## src/rtl/pixel_frame_streamer_if.sv

```systemverilog
`default_nettype none
// ============================================================================
//  Module      : pixel_frame_streamer_if
//  Description : Pixel stream bus: one 8-bit pixel per beat with valid/ready
//                handshake and start-of-frame / end-of-line / end-of-frame
//                markers that qualify the beat.
//  Revision    : 1.0 - initial release
// ============================================================================
interface pixel_frame_streamer_if;
  logic [7:0] data;
  logic       valid;
  logic       ready;
  logic       sof;
  logic       eol;
  logic       eof;

  modport master (
    output data,
    output valid,
    output sof,
    output eol,
    output eof,
    input  ready
  );

  modport slave (
    input  data,
    input  valid,
    input  sof,
    input  eol,
    input  eof,
    output ready
  );
endinterface
`default_nettype wire

```

## src/rtl/pixel_frame_streamer.sv

```systemverilog
`default_nettype none
// ============================================================================
//  Module      : pixel_frame_streamer
//  Description : Captures a parallel H x W frame on a one-cycle strobe and
//                streams it out one pixel per beat. An active buffer feeds
//                the stream while a pending buffer holds the next frame;
//                frames arriving with both occupied are dropped and counted.
//  Revision    : 1.0 - initial release
// ============================================================================
module pixel_frame_streamer #(
  parameter int H = 4,
  parameter int W = 4,
  parameter int N = 16
) (
  input  logic                   clk,
  input  logic                   reset,
  input  logic [N*8-1:0]         frame_data,
  input  logic                   frame_valid,
  pixel_frame_streamer_if.master m,
  output logic                   busy,
  output logic [7:0]             drop_count
);

  localparam int                c_IDX_W = (N > 1) ? $clog2(N) : 1;
  localparam logic [c_IDX_W-1:0] c_LAST  = c_IDX_W'(N - 1);

  // The frame geometry must be consistent; stop elaboration otherwise.
  if (N != H * W) begin : g_size_check
    $error("pixel_frame_streamer: N must equal H*W");
  end

  typedef enum logic [0:0] {
    S_IDLE   = 1'b0,
    S_STREAM = 1'b1
  } state_t;

  state_t               r_state;
  logic [c_IDX_W-1:0]   r_idx;
  logic [N*8-1:0]       r_active;
  logic [N*8-1:0]       r_pend_buf;
  logic                 r_pending;
  logic [7:0]           r_drop_count;

  // Output registers, loaded from the next-cycle view of the stream state
  logic [7:0]           r_data;
  logic                 r_valid;
  logic                 r_sof;
  logic                 r_eol;
  logic                 r_eof;
  logic                 r_busy;

  state_t               w_nxt_state;
  logic [c_IDX_W-1:0]   w_nxt_idx;
  logic [N*8-1:0]       w_nxt_active;
  logic [N*8-1:0]       w_nxt_pend_buf;
  logic                 w_nxt_pending;
  logic                 w_nxt_valid;
  logic                 w_drop;
  logic                 w_xfer;
  logic                 w_last;

  assign w_xfer = r_valid & m.ready;
  assign w_last = w_xfer & (r_idx == c_LAST);

  // Decide next buffer contents, index and state from the current beat.
  always_comb begin
    w_nxt_state    = r_state;
    w_nxt_idx      = r_idx;
    w_nxt_active   = r_active;
    w_nxt_pend_buf = r_pend_buf;
    w_nxt_pending  = r_pending;
    w_drop         = 1'b0;
    case (r_state)
      S_IDLE: begin
        if (frame_valid) begin
          w_nxt_active = frame_data;
          w_nxt_idx    = '0;
          w_nxt_state  = S_STREAM;
        end
      end
      S_STREAM: begin
        if (w_last) begin
          w_nxt_idx = '0;
          if (r_pending) begin
            // Pending frame takes over; a coincident strobe refills pending.
            w_nxt_active  = r_pend_buf;
            w_nxt_pending = frame_valid;
            if (frame_valid) begin
              w_nxt_pend_buf = frame_data;
            end
          end else if (frame_valid) begin
            w_nxt_active = frame_data;
          end else begin
            w_nxt_state = S_IDLE;
          end
        end else begin
          if (w_xfer) begin
            w_nxt_idx = r_idx + c_IDX_W'(1);
          end
          if (frame_valid) begin
            if (!r_pending) begin
              w_nxt_pend_buf = frame_data;
              w_nxt_pending  = 1'b1;
            end else begin
              w_drop = 1'b1;
            end
          end
        end
      end
      default: begin
        w_nxt_state = S_IDLE;
      end
    endcase
    w_nxt_valid = (w_nxt_state == S_STREAM);
  end

  // Register stream state and the outputs derived from it.
  always_ff @(posedge clk or posedge reset) begin
    if (reset) begin
      r_state      <= S_IDLE;
      r_idx        <= '0;
      r_active     <= '0;
      r_pend_buf   <= '0;
      r_pending    <= 1'b0;
      r_drop_count <= 8'd0;
      r_data       <= 8'd0;
      r_valid      <= 1'b0;
      r_sof        <= 1'b0;
      r_eol        <= 1'b0;
      r_eof        <= 1'b0;
      r_busy       <= 1'b0;
    end else begin
      r_state    <= w_nxt_state;
      r_idx      <= w_nxt_idx;
      r_active   <= w_nxt_active;
      r_pend_buf <= w_nxt_pend_buf;
      r_pending  <= w_nxt_pending;
      if (w_drop && (r_drop_count != 8'hFF)) begin
        r_drop_count <= r_drop_count + 8'd1;
      end
      r_valid <= w_nxt_valid;
      r_data  <= w_nxt_valid ? w_nxt_active[{w_nxt_idx, 3'b000} +: 8] : 8'd0;
      r_sof   <= w_nxt_valid && (w_nxt_idx == '0);
      r_eol   <= w_nxt_valid && ((32'(w_nxt_idx) % W) == (W - 1));
      r_eof   <= w_nxt_valid && (w_nxt_idx == c_LAST);
      r_busy  <= (w_nxt_state == S_STREAM) || w_nxt_pending;
    end
  end

  assign m.data     = r_data;
  assign m.valid    = r_valid;
  assign m.sof      = r_sof;
  assign m.eol      = r_eol;
  assign m.eof      = r_eof;
  assign busy       = r_busy;
  assign drop_count = r_drop_count;

endmodule
`default_nettype wire

```

## src/flat_wrapper.sv

```systemverilog
// flat-port wrapper written by rule: the top's interface ports become plain ports
module pixel_frame_streamer_flat 
#(
  parameter int H = 4,
  parameter int W = 4,
  parameter int N = 16
)
  (clk, reset, frame_data, frame_valid, busy, drop_count, m_data, m_valid, m_sof, m_eol, m_eof, m_ready);
  pixel_frame_streamer_if m_i ();
  input  logic clk;
  input  logic reset;
  input  logic [N*8-1:0] frame_data;
  input  logic frame_valid;
  output logic busy;
  output logic [7:0] drop_count;
  output wire logic [$bits(m_i.data)-1:0] m_data;
  output wire logic [$bits(m_i.valid)-1:0] m_valid;
  output wire logic [$bits(m_i.sof)-1:0] m_sof;
  output wire logic [$bits(m_i.eol)-1:0] m_eol;
  output wire logic [$bits(m_i.eof)-1:0] m_eof;
  input wire logic [$bits(m_i.ready)-1:0] m_ready;
  assign m_data = m_i.data;
  assign m_valid = m_i.valid;
  assign m_sof = m_i.sof;
  assign m_eol = m_i.eol;
  assign m_eof = m_i.eof;
  assign m_i.ready = m_ready;
  pixel_frame_streamer #(.H(H), .W(W), .N(N)) u_core (.clk(clk), .reset(reset), .frame_data(frame_data), .frame_valid(frame_valid), .m(m_i), .busy(busy), .drop_count(drop_count));
endmodule
```

## config.mk

```make
export PLATFORM = sky130hd
export DESIGN_NAME = pixel_frame_streamer_flat
export DESIGN_NICKNAME = d
export VERILOG_FILES = /design/src/rtl/pixel_frame_streamer_if.sv /design/src/rtl/pixel_frame_streamer.sv /design/src/flat_wrapper.sv
export SDC_FILE = /design/constraint.sdc
export NUM_CORES = 1
export LEC_CHECK = 0
export CAP_MARGIN = 20
export CORE_AREA = 2 2 178 197
export DETAILED_ROUTE_END_ITERATION = 8
export DIE_AREA = 0 0 180 199
export HOLD_SLACK_MARGIN = 0.06
export PLACE_DENSITY = 0.69
export SLEW_MARGIN = 15
export SYNTH_ARGS = -nofsm -noshare
export SYNTH_HDL_FRONTEND = slang
export SYNTH_SLANG_ARGS = --single-unit
```

## constraint.sdc

```tcl
create_clock -name clk -period 27.3 [get_ports clk]
set_input_delay 4.095 -clock clk [delete_from_list [all_inputs] [get_ports clk]]
set_output_delay 4.095 -clock clk [all_outputs]
set_load 0.01 [all_outputs]
```

==> flow_metrics.py <==
metrics = {
    "outcome": {
        "status": "finished, final reports clean",
    },
    "synth": {
        "yosys.area_share.adder": 0.00193,
        "synth.area.top_cells": "dfrtp_1 54%, mux2_2 11%, a222oi_1 6.5%, mux2i_1 3.9%, inv_1 2.7%",
        "synthSimpleGateAreaFrac": 0.0653,
        "synth-edff-count": 0,
        "synth-compound-area-share": 0.168,
        "yosysTopAreaCell": "dfrtp_1",
        "synth_mux_area_frac": 0.152,
        "postSynthAreaPerCell_sq_um": 11.9,
        "yosysMostFrequentCell": "dfrtp_1",
        "synth_top_area_share": 0.543,
        "synthesis.instances": 1091,
        "yosys-top-cells-count": "282 x dfrtp_1, 130 x mux2_2, 94 x inv_1",
        "yosys_warnings": 0,
        "synth-seq-cells": 282,
        "synthDistinctLibCells": 66,
        "synth-xor-area-share": 0.00539,
        "synth_nets": 1225,
        "synth_top_family_by_area": "compound AO/OA/AOI/OAI gates",
        "netlist_area_sq_um": 13000,
        "synth-seq-area-share": 0.543,
        "synth_ff_type": "dfrtp_1",
        "async_flop_share": 1.00,
    },
    "place": {
        "dp_hpwl_um": 23500,
        "place_congestion": 0.838,
        "placed_area_sq_um": 14700,
        "numPortBuffers": 152,
    },
    "floorplanning": {
        "core_sq_um": 33800,
        "dieArea_sq_um": 35800,
        "rows": 71,
        "dieWidth_um": 180,
        "ios": 153,
        "die_y_um": 199,
        "start_util": 0.384,
    },
    "critical_path": {
        "cp-end-kind": "register",
        "r2r-start": "u_core.r_idx[0]",
        "worst-setup-path-type": "in2reg",
        "rrSetupSlack_ps": 23420,
        "arrival_ps": 7830,
        "crit_start": "m_ready",
        "cp_max_fo": 93,
        "critical_path_depth": 8,
        "crit_family": "compound AO/OA/AOI/OAI gates",
        "cp_cell_sequence": "clkdlybuf4s50_1, nand4_4, o21ai_2, and2_4, a222oi_1, o22ai_1, o21ai_1, a2111oi_1",
        "critPathMaxStageDelay_ps": 980,
        "start_kind": "input pin",
        "required_ps": 27750,
        "rr_worst_depth": 8,
        "cp_slowest_cell": "and2_4",
        "path_buf_inv": 1,
        "regToRegEndpoint": "u_core.m.data[3]",
    },
    "sta": {
        "fin_tns_setup_ps": 0,
        "worst_pin_slew_ps": 1150,
        "max_slew_margin": 0.235,
        "fmax_mhz": 135,
        "hold_viol_final": 0,
        "timing.final.max_slew_violations": 0,
        "min_period_over_period": 0.270,
        "finalClockSkew_ps": 11.0,
        "holdWs_ps": 483,
        "fin_crit_ps": 7380,
        "setup-violations-final": 0,
        "rsz0062_at_grt": "no",
    },
    "global_route": {
        "antenna_found_initial": 0,
        "grt_pass1_vias": 9730,
        "grt.total_usage": 0.198,
        "grt_pass1_wl_um": 56200,
        "overflow": 0,
        "grt_start_max_net_pins": 134,
    },
    "min_path": {
        "hp-class": "reg2reg",
        "hold_start": "u_core.r_active[0]",
        "hold_depth": 2,
        "worst_hold_path.endpoint": "u_core.r_active[0]",
    },
    "detailed_routing": {
        "firstDrtPassIters": 8,
        "ant_nets": 0,
        "drt_wl_total_um": 36200,
        "num_vias": 9718,
        "drc_errors": 0,
        "drt_iter0_drc": 1426,
        "wl_per_cell_um": 21.8,
        "vias_per_cell": 5.85,
    },
    "power": {
        "p_per_area_nw_per_um2": 106,
        "pwr-share-clk": 0.260,
        "switching_share": 0.328,
        "pwr-share-comb": 0.314,
        "p_int_w": 0.00112,
        "switchingPower_w": 0.000548,
        "p_seq_frac": 0.426,
        "p_total_w": 0.00167,
        "p_leak_nw": 7.19,
        "vdd_drop_max_mv": 0.0680,
    },
    "cells_and_area": {
        "diodes": 0,
        "syn_to_final_growth_pct": 21.5,
        "drive_above_1_share": 0.184,
        "fill_cells": 3075,
        "nNetsFinal": 1333,
        "fin_area_sq_um": 15800,
    },
    "clock_tree": {
        "cts_resized": 0,
        "cts_tree": "done",
        "cts-hold-fix-buffers": 0,
        "cts_made_buffers": 31,
        "clk_latency_ps": 570,
        "root_buffer": "clkbuf_16",
        "clkTransAtPathRegs_ps": 60,
        "cts_max_level": 1,
        "clock-sinks": 282,
        "cts_buffer_depth": 3,
        "post-cts-setup-buffers": 0,
    },
    "run": {
        "maxCapViolCount": 0,
    },
}
metrics by stage:
step	utilization	std cells	setup slack (ps)
after global routing	0.466	1661	19640
after CTS	0.466	1661	19970
after detailed placement	0.435	1604	19390
after global placement	0.435	1604	19480
final	0.466	1661	19920
after floorplan	-	1091	15430
state kept, by name, summed over array words and instances (netlist names):
| signal | flops |
|---|---|
| u_core.r_pending | 1 |
| u_core.drop_count | 8 |
| u_core.r_active | 128 |
| u_core.m.eol | 1 |
| u_core.m.data | 8 |
| u_core.busy | 1 |
| u_core.r_pend_buf | 128 |
| u_core.r_idx | 4 |
| u_core.m.eof | 1 |
| u_core.m.sof | 1 |
| u_core.r_state | 1 |
layout make-up:
class	instances	area, sq um	share of cell area
multi-input cells	621	5120	0.324
repair buffers	164	1610	0.102
inverters	99	379	0.0240
clock buffers	41	903	0.0572
clock inverters	16	174	0.0110
well taps	438	548	0.0347
flip-flops and latches	282	7060	0.447
cells by family (layout without fill, tap and decap cells):
family | count (synthesis) | after routing
fa+ha+maj | 2 | 2
simple gates | 169 | 169
flops | 282 | 282
mux | 181 | 181
compound gates | 261 | 261
xor+xnor | 8 | 8
buf+inv | 188 | 320
cells in the final DEF (no fill, tap or decap), types with 13 or more instances in the layout:
cell and instances:
o21ai_0 13, a21oi_1 20, a222oi_1 84, clkdlybuf4s50_1 151, inv_1 93, mux2i_1 51
clkbuf_16 31, nand2_1 61, o22ai_1 20, mux2_2 130, nand3_1 15, a221oi_1 21
and2_1 24, dfrtp_1 282, nor2_1 25, a22oi_1 14
per-layer routing:
metal  share of wire  track usage  up-vias  wire length (um)
li1                -            -     4326                 -
met1            0.42        0.266     4955             15200
met2            0.48        0.323      369             17300
met3           0.061       0.0269       68              2210
met4           0.039       0.0810        0              1410
met5               0            0        -                 0
worst register-to-register path: cells and delay by family (launching register included):
kind	cells	cell delay [ps]
AOI/OAI and AO/OA	5	1740
and+or+nand+nor	2	1310
DFF	1	410
adders and majority gates	1	300
worst max-delay path by stage:
stage                       endpoint  slack [ps]
global route        u_core.m.data[3]       19640
detailed placement  u_core.m.data[3]       19390
global placement    u_core.m.data[1]       19480
finish              u_core.m.data[3]       19920
CTS                 u_core.m.data[3]       19970
floorplan                u_core.busy       15430
power groups by stage:
stage | clock network (W) | logic [W] | registers [W]
5_1_grt | 0.000459 | 0.000574 | 0.000732
2_1_floorplan | 0 | 0.000371 | 0.000688
3_3_place_gp | 0 | 0.000504 | 0.000707
6_report | 0.000435 | 0.000524 | 0.000712
3_5_place_dp | 0 | 0.000521 | 0.000715
4_1_cts | 0.000442 | 0.000524 | 0.000709
Note: power is estimated with default switching activity, not from simulation.
